`src/rtl/falcon_pkg.sv`:
```
// ---------------------------------------------------------------------------
// falcon_pkg
// Shared definitions for the small-Gaussian polynomial generator:
//   - data widths for samples, coefficients and coefficient addresses
//   - MAX_FG_BITS table, indexed by logn, giving the coefficient bit budget
//   - controller state enum
//   - helpers that turn a raw logn into the legal degree, the last
//     coefficient index and the acceptance limit
// No ports (package).
// ---------------------------------------------------------------------------
package falcon_pkg;

    localparam int SMP_W    = 32;
    localparam int COEF_W   = 8;
    localparam int ADDR_W   = 10;
    localparam int LOGN_W   = 4;
    localparam int REJ_W    = 16;
    localparam int MAX_LOGN = 10;

    // Bits available to an f/g coefficient for each degree log2(n).
    localparam int MAX_FG_BITS [0:10] = '{0, 8, 8, 8, 8, 8, 7, 7, 6, 6, 5};

    typedef enum logic [2:0] {
        IDLE,
        REQ,
        WAIT,
        CHECK,
        FIN
    } state_t;

    // Out-of-range degrees fall back to the largest supported one.
    function automatic logic [LOGN_W-1:0] legal_logn(input logic [LOGN_W-1:0] logn);
        if (logn == '0 || logn > LOGN_W'(MAX_LOGN)) begin
            return LOGN_W'(MAX_LOGN);
        end
        return logn;
    endfunction

    // Index of the final coefficient, n-1. For n=1024 the 11-bit result
    // 1023 still fits the 10-bit address.
    function automatic logic [ADDR_W-1:0] last_index(input logic [LOGN_W-1:0] logn);
        logic [ADDR_W:0] n_full;
        n_full = (ADDR_W+1)'(1) << legal_logn(logn);
        return ADDR_W'(n_full - (ADDR_W+1)'(1));
    endfunction

    // Acceptance limit 2^(MAX_FG_BITS-1); samples must lie in [-lim, lim).
    function automatic logic signed [SMP_W-1:0] lim_of(input logic [LOGN_W-1:0] logn);
        int unsigned idx;
        idx = int'(legal_logn(logn));
        return 32'sd1 <<< (MAX_FG_BITS[idx] - 1);
    endfunction

endpackage

```
`src/rtl/poly_small_gauss_if.sv`:
```
// ---------------------------------------------------------------------------
// poly_small_gauss_if
// Bundles the control, sampler and coefficient-write signals of
// poly_small_gauss.
//   start     : one-cycle request to build a polynomial
//   logn      : log2 of the degree, sampled with start
//   smp_req   : one-cycle request for a Gaussian sample
//   val_valid : sample valid from the sampler (may be held several cycles)
//   val       : signed sample value
//   wr_en     : coefficient write strobe
//   wr_addr   : coefficient index
//   wr_data   : signed 8-bit coefficient
//   busy      : generator working on a polynomial
//   done      : one-cycle completion pulse
//   rej_cnt   : saturating count of rejected samples
// master = the side that drives start/logn and supplies samples,
// slave  = the generator itself.
// ---------------------------------------------------------------------------
interface poly_small_gauss_if;
    import falcon_pkg::*;

    logic                     start;
    logic [LOGN_W-1:0]        logn;
    logic                     smp_req;
    logic                     val_valid;
    logic signed [SMP_W-1:0]  val;
    logic                     wr_en;
    logic [ADDR_W-1:0]        wr_addr;
    logic [COEF_W-1:0]        wr_data;
    logic                     busy;
    logic                     done;
    logic [REJ_W-1:0]         rej_cnt;

    modport master (
        output start, logn, val_valid, val,
        input  smp_req, wr_en, wr_addr, wr_data, busy, done, rej_cnt
    );

    modport slave (
        input  start, logn, val_valid, val,
        output smp_req, wr_en, wr_addr, wr_data, busy, done, rej_cnt
    );

endinterface

```
`src/rtl/gauss_accept.sv`:
```
// ---------------------------------------------------------------------------
// gauss_accept
// Combinational accept/reject decision for one Gaussian sample.
//   s      : signed sample under test
//   lim    : positive acceptance limit; s must satisfy -lim <= s < lim
//   last   : sample is a candidate for the final coefficient
//   mod2   : parity of the coefficients accepted so far
//   accept : 1 when the sample may be written
// For the final coefficient the total coefficient sum must come out odd,
// so the sample's LSB has to differ from the running parity.
// ---------------------------------------------------------------------------
module gauss_accept
    import falcon_pkg::*;
(
    input  logic signed [SMP_W-1:0] s,
    input  logic signed [SMP_W-1:0] lim,
    input  logic                    last,
    input  logic                    mod2,
    output logic                    accept
);

    logic signed [SMP_W-1:0] neg_lim;
    logic                    in_range;
    logic                    parity_ok;

    assign neg_lim = -lim;

    // Full-width signed compare so large magnitudes never alias into range.
    assign in_range  = (s >= neg_lim) && (s < lim);

    assign parity_ok = !last || (mod2 ^ s[0]);

    assign accept    = in_range && parity_ok;

endmodule

```
`src/rtl/poly_small_gauss.sv`:
```
// ---------------------------------------------------------------------------
// poly_small_gauss
// Builds one polynomial of n = 2^logn small coefficients by drawing signed
// samples from an external Gaussian sampler one at a time, rejecting those
// outside the coefficient range (and, for the last coefficient, those that
// would make the coefficient sum even), and writing each accepted sample
// as an 8-bit coefficient.
//   clk   : clock, rising edge
//   rst_n : synchronous active-low reset; aborts any polynomial in flight
//   bus   : poly_small_gauss_if.slave (start/logn, sampler handshake,
//           coefficient write port, busy/done/rej_cnt status)
// Latency from smp_req to the matching wr_en is sampler latency + 2.
// ---------------------------------------------------------------------------
module poly_small_gauss
    import falcon_pkg::*;
(
    input  logic               clk,
    input  logic               rst_n,
    poly_small_gauss_if.slave  bus
);

    state_t                   state_q;
    logic [ADDR_W-1:0]        u_q;
    logic [ADDR_W-1:0]        last_idx_q;
    logic signed [SMP_W-1:0]  lim_q;
    logic                     mod2_q;
    logic signed [SMP_W-1:0]  s_q;

    logic                     smp_req_q;
    logic                     wr_en_q;
    logic [ADDR_W-1:0]        wr_addr_q;
    logic [COEF_W-1:0]        wr_data_q;
    logic                     busy_q;
    logic                     done_q;
    logic [REJ_W-1:0]         rej_cnt_q;

    logic                     is_last;
    logic                     accept;

    assign is_last = (u_q == last_idx_q);

    gauss_accept u_accept (
        .s      (s_q),
        .lim    (lim_q),
        .last   (is_last),
        .mod2   (mod2_q),
        .accept (accept)
    );

    // Controller. All outputs are registered; the strobes (smp_req, wr_en,
    // done) default low each cycle so they only ever last one cycle.
    // A new sample is only requested once val_valid has dropped, which
    // keeps a held-high valid from the previous sample from being taken
    // as the answer to the next request.
    always_ff @(posedge clk) begin
        if (!rst_n) begin
            state_q    <= IDLE;
            u_q        <= '0;
            last_idx_q <= '0;
            lim_q      <= '0;
            mod2_q     <= 1'b0;
            s_q        <= '0;
            smp_req_q  <= 1'b0;
            wr_en_q    <= 1'b0;
            wr_addr_q  <= '0;
            wr_data_q  <= '0;
            busy_q     <= 1'b0;
            done_q     <= 1'b0;
            rej_cnt_q  <= '0;
        end else begin
            smp_req_q <= 1'b0;
            wr_en_q   <= 1'b0;
            done_q    <= 1'b0;

            case (state_q)
                IDLE: begin
                    if (bus.start) begin
                        u_q        <= '0;
                        mod2_q     <= 1'b0;
                        rej_cnt_q  <= '0;
                        last_idx_q <= last_index(bus.logn);
                        lim_q      <= lim_of(bus.logn);
                        busy_q     <= 1'b1;
                        state_q    <= REQ;
                    end
                end

                REQ: begin
                    if (!bus.val_valid) begin
                        smp_req_q <= 1'b1;
                        state_q   <= WAIT;
                    end
                end

                WAIT: begin
                    if (bus.val_valid) begin
                        s_q     <= bus.val;
                        state_q <= CHECK;
                    end
                end

                CHECK: begin
                    if (accept) begin
                        wr_en_q   <= 1'b1;
                        wr_addr_q <= u_q;
                        wr_data_q <= s_q[COEF_W-1:0];
                        u_q       <= u_q + ADDR_W'(1);
                        if (is_last) begin
                            state_q <= FIN;
                        end else begin
                            mod2_q  <= mod2_q ^ s_q[0];
                            state_q <= REQ;
                        end
                    end else begin
                        if (rej_cnt_q != '1) begin
                            rej_cnt_q <= rej_cnt_q + REJ_W'(1);
                        end
                        state_q <= REQ;
                    end
                end

                FIN: begin
                    done_q  <= 1'b1;
                    busy_q  <= 1'b0;
                    state_q <= IDLE;
                end

                default: begin
                    state_q <= IDLE;
                end
            endcase
        end
    end

    assign bus.smp_req = smp_req_q;
    assign bus.wr_en   = wr_en_q;
    assign bus.wr_addr = wr_addr_q;
    assign bus.wr_data = wr_data_q;
    assign bus.busy    = busy_q;
    assign bus.done    = done_q;
    assign bus.rej_cnt = rej_cnt_q;

endmodule

```
`src/flat_wrapper.sv`:
```
// flat-port wrapper written by rule: the top's interface ports become plain ports
module poly_small_gauss_flat import falcon_pkg::*;
  (clk, rst_n, bus_start, bus_logn, bus_val_valid, bus_val, bus_smp_req, bus_wr_en, bus_wr_addr, bus_wr_data, bus_busy, bus_done, bus_rej_cnt);
  poly_small_gauss_if bus_i ();
  input  logic clk;
  input  logic rst_n;
  input wire logic [$bits(bus_i.start)-1:0] bus_start;
  input wire logic [$bits(bus_i.logn)-1:0] bus_logn;
  input wire logic [$bits(bus_i.val_valid)-1:0] bus_val_valid;
  input wire logic [$bits(bus_i.val)-1:0] bus_val;
  output wire logic [$bits(bus_i.smp_req)-1:0] bus_smp_req;
  output wire logic [$bits(bus_i.wr_en)-1:0] bus_wr_en;
  output wire logic [$bits(bus_i.wr_addr)-1:0] bus_wr_addr;
  output wire logic [$bits(bus_i.wr_data)-1:0] bus_wr_data;
  output wire logic [$bits(bus_i.busy)-1:0] bus_busy;
  output wire logic [$bits(bus_i.done)-1:0] bus_done;
  output wire logic [$bits(bus_i.rej_cnt)-1:0] bus_rej_cnt;
  assign bus_i.start = bus_start;
  assign bus_i.logn = bus_logn;
  assign bus_i.val_valid = bus_val_valid;
  assign bus_i.val = bus_val;
  assign bus_smp_req = bus_i.smp_req;
  assign bus_wr_en = bus_i.wr_en;
  assign bus_wr_addr = bus_i.wr_addr;
  assign bus_wr_data = bus_i.wr_data;
  assign bus_busy = bus_i.busy;
  assign bus_done = bus_i.done;
  assign bus_rej_cnt = bus_i.rej_cnt;
  poly_small_gauss u_core (.clk(clk), .rst_n(rst_n), .bus(bus_i));
endmodule
```
`config.mk`:
```
export PLATFORM = sky130hd
export DESIGN_NAME = poly_small_gauss_flat
export DESIGN_NICKNAME = d
export VERILOG_FILES = /design/src/rtl/falcon_pkg.sv /design/src/rtl/poly_small_gauss_if.sv /design/src/rtl/gauss_accept.sv /design/src/rtl/poly_small_gauss.sv /design/src/flat_wrapper.sv
export SDC_FILE = /design/constraint.sdc
export NUM_CORES = 1
export LEC_CHECK = 0
export ABC_AREA = 1
export BUFFER_PORTS_ARGS = -buffer_cell sky130_fd_sc_hd__buf_2
export CORE_UTILIZATION = 43
export DETAILED_ROUTE_END_ITERATION = 7
export SYNTH_ARGS = -nofsm -noshare
export SYNTH_HDL_FRONTEND = slang
export SYNTH_HIERARCHICAL = 1
export SYNTH_SLANG_ARGS = --single-unit
```
`constraint.sdc`:
```
create_clock -name clk -period 8.85 [get_ports clk]
set_input_delay 1.3275 -clock clk [delete_from_list [all_inputs] [get_ports clk]]
set_output_delay 1.3275 -clock clk [all_outputs]
set_load 0.01 [all_outputs]
```
==> impl_metrics.sql, run 1 <==
INSERT INTO impl_metrics (metric_group, metric, value, unit) VALUES
('sta', 'layout_min_cycle_time', '4.07', 'ns'),
('finish', 'fill_cell_count', '1704', ''),
('global_route', 'groute.usage.overall', '20.8', '%'),
('sta', 'fin_ws', '4.78', 'ns'),
('worst_setup_path', 'critical_path.slowest_cell', 'buf_4', ''),
('yosys', 'synthesis.instances', '1036', ''),
('yosys', 'yosys.cell_types.count', '46', ''),
('placement', 'post_dp_cell_area', '7980', 'sq um'),
('finish', 'finalNonFillerCells', '1345', ''),
('worst_setup_path', 'worst_path_largest_cell_delay', '0.36', 'ns'),
('job', 'maxCapViolations', '0', ''),
('worst_setup_path', 'crit_path_start_kind', 'register', ''),
('sta', 'hold_viol_final', '0', ''),
('sta', 'rsz0062_at_grt', 'false', ''),
('clock_tree', 'clock_tree.root_cell', 'clkbuf_16', ''),
('yosys', 'synth_nets', '1144', ''),
('placement', 'routabilityCongestion', '0.850', ''),
('route', 'drt-vias-per-instance', '4.85', ''),
('clock_tree', 'clock_sinks', '126', ''),
('yosys', 'synth-seq-cells', '126', ''),
('placement', 'dp_cells', '1313', ''),
('floorplan', 'starting_density', '44.2', '%'),
('route', 'drt_iter0_markers', '334', ''),
('yosys', 'synth_top_family_by_area', 'simple AND/OR/NAND/NOR gates', ''),
('sta', 'fin_worst_skew', '0.0107', 'ns'),
('clock_tree', 'clk_path_buf_depth', '2', ''),
('yosys', 'async_flop_share', '0', '%'),
('route', 'antenna_violating_nets_post_route', '0', ''),
('clock_tree', 'cts_tree', 'done', ''),
('power', 'power_density', '219', 'nW/um^2'),
('route', 'wl_per_cell', '13.0', 'um'),
('floorplan', 'floorplan.die.height', '133', 'um'),
('yosys', 'syn_area_per_cell', '7.13', 'sq um'),
('placement', 'dp_hpwl', '12700', 'um'),
('finish', 'synthToLayoutAreaGrowth', '16.0', '%'),
('sta', 'timing.max_slew.rel_slack', '55.9', '%'),
('yosys', 'synth.largest_area_cell', 'dfxtp_1', ''),
('yosys', 'synthesis.area', '7390', 'sq um'),
('worst_setup_path', 'critical_path_buf_inv_count', '3', ''),
('yosys', 'synth_xor_xnor_area_share', '4.15', '%'),
('finish', 'final_util', '51.3', '%'),
('global_route', 'number_of_global_route_vias_before_repair', '6165', ''),
('yosys', 'synthMuxAreaShare', '0', '%'),
('worst_setup_path', 'crit_path_frequent_cell', 'nand2_1', ''),
('yosys', 'ys_warn_count', '6', ''),
('yosys', 'synth_simple_gate_area_share', '25.0', '%'),
('worst_setup_path', 'critical_path_peak_fanout', '35', ''),
('sta', 'finalCritPeriodShare', '46.0', '%'),
('floorplan', 'floorplan.die.width', '133', 'um'),
('finish', 'finalNetCount', '1220', ''),
('clock_tree', 'post_cts.resized_instances', '0', ''),
('yosys', 'seq_area_frac_synth', '34.1', '%'),
('power', 'pleak', '3.97', 'nW'),
('yosys', 'post_synthesis_compound_gate_area_fraction', '15.1', '%'),
('yosys', 'postSynth.topFlopCell', 'dfxtp_1', ''),
('floorplan', 'floorplan.core_area', '16700', 'sq um'),
('clock_tree', 'ctsHoldBuffers', '0', ''),
('global_route', 'grt_pass1_wl', '29300', 'um'),
('sta', 'timing_worst_slew_pin_value', '0.661', 'ns'),
('clock_tree', 'h-tree-depth', '4', ''),
('global_route', 'grt_antenna_before_repair', '0', ''),
('outcome', 'outcome', 'finished clean', ''),
('worst_setup_path', 'timing.critical_path.to_type', 'register', ''),
('worst_setup_path', 'timing.critical_path.arrival', '4.42', 'ns'),
('sta', 'report.final.setup_viol', '0', ''),
('route', 'drt_drc_violations_left', '0', ''),
('route', 'routed-via-count', '6518', ''),
('placement', 'portBuffers', '77', ''),
('clock_tree', 'cts.repair_timing.setup_buffer_count', '0', ''),
('power', 'peakVddDrop', '141', 'uV'),
('sta', 'hold_slack', '0.425', 'ns');
power by group:
group	internal [mW]	switching, mW	leakage (nW)
Sequential	0.608	0.0357	1.02
Clock	0.426	0.276	0.284
Combinational	0.192	0.337	2.66
Total	1.23	0.649	3.97
tightest hold or removal path: cells and delay by family (launching register included):
family                 cells  cell delay (ns)
DFF                        1             0.31
and+or+nand+nor            1             0.03
buffers and inverters      1             0.04
registers in the layout, indices dropped and copies added (netlist names), 3 cells and up:
| signal | count |
|---|---|
| u_core/bus.rej_cnt | 16 |
| u_core/bus.wr_addr | 10 |
| u_core/bus.wr_data | 8 |
| u_core/last_idx_q | 10 |
| u_core/lim_q | 32 |
| u_core/s_q | 32 |
| u_core/state_q | 3 |
| u_core/u_q | 10 |
layout make-up:
class	instances	area [sq um]	share of cell area, %
flip-flops and latches	126	2520	29.4
clock buffers	18	439	5.12
multi-input cells	718	4130	48.2
repair buffers	81	415	4.85
well taps	220	275	3.21
clock inverters	14	158	1.84
inverters	168	634	7.40
cells by family (layout without fill, tap and decap cells):
group | count (synthesis) | count (layout)
and+or+nand+nor | 408 | 408
AOI/OAI and AO/OA | 206 | 206
buffers and inverters | 192 | 281
DFF | 126 | 126
adders and majority gates | 68 | 68
xor gates and xnor gates | 35 | 35
other | 1 | 1
metal layers:
metal,GRT usage (%),up-vias,share of wire (%)
met2,35.5,96,47
met4,5.17,0,0.80
li1,-,3526,-
met5,0,-,0
met3,4.52,9,3.6
met1,26.4,2887,49
cell usage in the layout, fill, tap and decap left out, types with 8 or more instances in the layout:
cell type and n:
clkbuf_16 17, nor2_1 111, ha_1 68, nand3_1 41
a21oi_1 101, inv_1 158, dfxtp_1 126, nor3_1 20
nand4_1 20, xor2_1 31, buf_2 77, inv_2 8
nand2_2 13, o21ai_0 76, nand2_1 172
final timing paths:
check	slack (ns)	cells past startpoint	endpoint	start
max reg2reg	4.78	27	u_core/bus.wr_addr[5]$_SDFFE_PN0P_	u_core/lim_q[1]$_SDFFE_PN0P_
max	4.78	27	u_core/bus.wr_addr[5]$_SDFFE_PN0P_	u_core/lim_q[1]$_SDFFE_PN0P_
min	0.42	2	u_core/lim_q[1]$_SDFFE_PN0P_	u_core/lim_q[1]$_SDFFE_PN0P_
min reg2reg	0.42	2	u_core/lim_q[1]$_SDFFE_PN0P_	u_core/lim_q[1]$_SDFFE_PN0P_
Power figures use the tool's default switching activity.
==> run 2: changes to the inputs <==
==> constraint.sdc (replaced) <==
create_clock -name clk -period 3.9 [get_ports clk]
set_input_delay 0.585 -clock clk [delete_from_list [all_inputs] [get_ports clk]]
set_output_delay 0.585 -clock clk [all_outputs]
set_load 0.01 [all_outputs]
==> run 2 against run 1 <==
Maximum frequency rose by 8.0%. Highest routed layer unchanged. Wire length rose by 2.9%. Worst setup slack got worse by 4.6 ns. Power rose by 140%. Hold slack got worse by 0.025 ns. Count of clock-buffer cells in the layout rose by 1. Non-clock buffer count rose by 14. Largest cell class unchanged. Sequential share of layout area fell by 1.0 points.
==> impl_metrics.sql, run 2 (synthesized netlist as in run 1, its figures left out) <==
INSERT INTO impl_metrics (metric_group, metric, value, unit) VALUES
('sta', 'report.final.setup_viol', '0', ''),
('finish', 'layout_common_cells', 'nand2_1 (168), inv_1 (155), dfxtp_1 (124), nor2_1 (106), a21oi_1 (100)', ''),
('finish', 'post_route_cells_drive_above_1_share', '18.2', '%'),
('global_route', 'grt_pass1_wl', '29600', 'um'),
('route', 'drt_drc_violations_left', '0', ''),
('sta', 'hold_slack', '0.400', 'ns'),
('job', 'maxCapViolations', '0', ''),
('clock_tree', 'ctsHoldBuffers', '0', ''),
('power', 'power_density', '499', 'nW/um^2'),
('route', 'totalWireLength', '18000', 'um'),
('worst_setup_path', 'crit_path_start_kind', 'register', ''),
('clock_tree', 'number_of_buffers_created_by_cts', '17', ''),
('floorplan', 'starting_density', '44.2', '%'),
('sta', 'timing.max_slew.rel_slack', '55.1', '%'),
('worst_setup_path', 'critical_path_peak_fanout', '7', ''),
('worst_setup_path', 'critical_path.slowest_cell', 'dfxtp_1', ''),
('clock_tree', 'h-tree-depth', '4', ''),
('route', 'antenna_violating_nets_post_route', '0', ''),
('clock_tree', 'clk_path_buf_depth', '2', ''),
('power', 'peakVddDrop', '332', 'uV'),
('outcome', 'outcome', 'finished clean', ''),
('floorplan', 'die-area', '17700', 'sq um'),
('sta', 'final_max_slew_viol_count', '0', ''),
('sta', 'rsz0062_at_grt', 'true', ''),
('finish', 'diodes', '0', ''),
('clock_tree', 'clock_tree.root_cell', 'clkbuf_16', ''),
('sta', 'layout_min_cycle_time', '3.77', 'ns'),
('route', 'routed-via-count', '6686', ''),
('placement', 'routabilityCongestion', '0.863', ''),
('global_route', 'grt_start_max_net_pins', '65', ''),
('placement', 'portBuffers', '77', ''),
('sta', 'finalCritPeriodShare', '96.7', '%'),
('floorplan', 'count_of_boundary_i_o_pins', '78', ''),
('placement', 'dp_hpwl', '12700', 'um'),
('finish', 'layout.cells.most_common', 'nand2_1', ''),
('worst_setup_path', 'critical_path_buf_inv_count', '3', ''),
('sta', 'fin_worst_skew', '0.0111', 'ns'),
('global_route', 'number_of_global_route_vias_before_repair', '6204', ''),
('min_path', 'holdCritPathClass', 'in2reg', ''),
('sta', 'hold_viol_final', '0', ''),
('floorplan', 'floorplan.die.width', '133', 'um'),
('finish', 'fill_cell_count', '1680', ''),
('worst_setup_path', 'critical_path_depth', '26', ''),
('finish', 'finalNetCount', '1236', ''),
('clock_tree', 'clk_pin_slew', '0.06', 'ns'),
('global_route', 'grt_antenna_before_repair', '0', ''),
('min_path', 'whs_path_depth', '2', ''),
('worst_setup_path', 'cp_data_required_time', '4.25', 'ns'),
('route', 'drt-vias-per-instance', '4.92', ''),
('floorplan', 'row_count', '47', ''),
('floorplan', 'floorplan.die.height', '133', 'um'),
('global_route', 'grt_remaining_overflow', '0', ''),
('worst_setup_path', 'path_class', 'reg2reg', ''),
('worst_setup_path', 'crit_path_frequent_cell', 'nor2_4', ''),
('sta', 'timing_worst_slew_pin_value', '0.672', 'ns'),
('power', 'pleak', '4.08', 'nW'),
('worst_setup_path', 'timing.critical_path.to_type', 'register', ''),
('route', 'wl_per_cell', '13.2', 'um'),
('worst_setup_path', 'worst_path_largest_cell_delay', '0.34', 'ns'),
('clock_tree', 'clock_sinks', '126', ''),
('clock_tree', 'cts_tree', 'done', ''),
('worst_setup_path', 'timing.reg2reg.worst_path_depth', '26', ''),
('worst_setup_path', 'cp_top_family', 'simple AND/OR/NAND/NOR gates', ''),
('finish', 'synthToLayoutAreaGrowth', '20.2', '%'),
('floorplan', 'floorplan.core_area', '16700', 'sq um'),
('power', 'fin_total_pwr', '4.43', 'mW'),
('sta', 'achievable-frequency', '0.265', 'GHz'),
('worst_setup_path', 'timing.critical_path.arrival', '4.12', 'ns'),
('global_route', 'groute.usage.overall', '20.8', '%'),
('route', 'drt_iter0_markers', '393', ''),
('clock_tree', 'clock_latency', '0.42', 'ns'),
('route', 'first_pass_iters', '5', '');
run 2: path summary, 6_finish.rpt:
check	startpoint	endpoint	slack (ns)
worst max-delay path	u_core/lim_q[2]$_SDFFE_PN0P_	u_core/bus.rej_cnt[2]$_SDFFE_PN0P_	0.13
worst min-delay path	bus_val_valid	u_core/bus.smp_req$_SDFF_PN0_	0.40
worst max register to register	u_core/lim_q[2]$_SDFFE_PN0P_	u_core/bus.rej_cnt[2]$_SDFFE_PN0P_	0.13
worst min register to register	u_core/lim_q[1]$_SDFFE_PN0P_	u_core/lim_q[1]$_SDFFE_PN0P_	0.44
run 2: stage by stage:
stage          cell area, sq um  util, %  std cells  setup TNS (ns)  worst slack (ns)
2_1_floorplan              7390        -       1036               0             0.420
3_3_place_gp               8010     48.0       1318               0            0.0973
3_5_place_dp               8010     48.0       1318         -0.0782           -0.0185
4_1_cts                    8620     51.6       1350               0            0.0478
5_1_grt                    8880     53.2       1360           -1.18            -0.141
6_report                   8880     53.2       1360               0             0.130
run 2: per-layer routing:
metal / GRT usage (%) / part of all wire, % / up-vias / wire [um]
li1: - / - / 3550 / -
met3: 4.44 / 3.2 / 18 / 582
met2: 34.1 / 46 / 94 / 8330
met1: 27.3 / 49 / 3024 / 8820
met5: 0 / 0 / - / 0
met4: 6.45 / 1.2 / 0 / 218
run 2: area by class of cell:
type	count	area [sq um]	share of cell area, %
clock buffer	19	453	5.10
clock inverter	12	140	1.58
inverter	168	639	7.20
multi-input combinational	720	4320	48.6
sequential	126	2520	28.4
tap	220	275	3.10
timing repair buffer	95	533	6.00
run 2: repair_timing:
item	4_1_cts	5_1_grt
setup buffers	0	9
resized for setup	2	44
setup endpoints to repair	21	45
pin swaps	1	27
cloned	1	1
run 2: report_power, final:
part | internal [mW] | total [mW] | switching [mW]
Combinational | 0.514 | 1.38 | 0.869
Sequential | 1.38 | 1.46 | 0.0819
Clock | 0.975 | 1.58 | 0.610
Total | 2.87 | 4.43 | 1.56
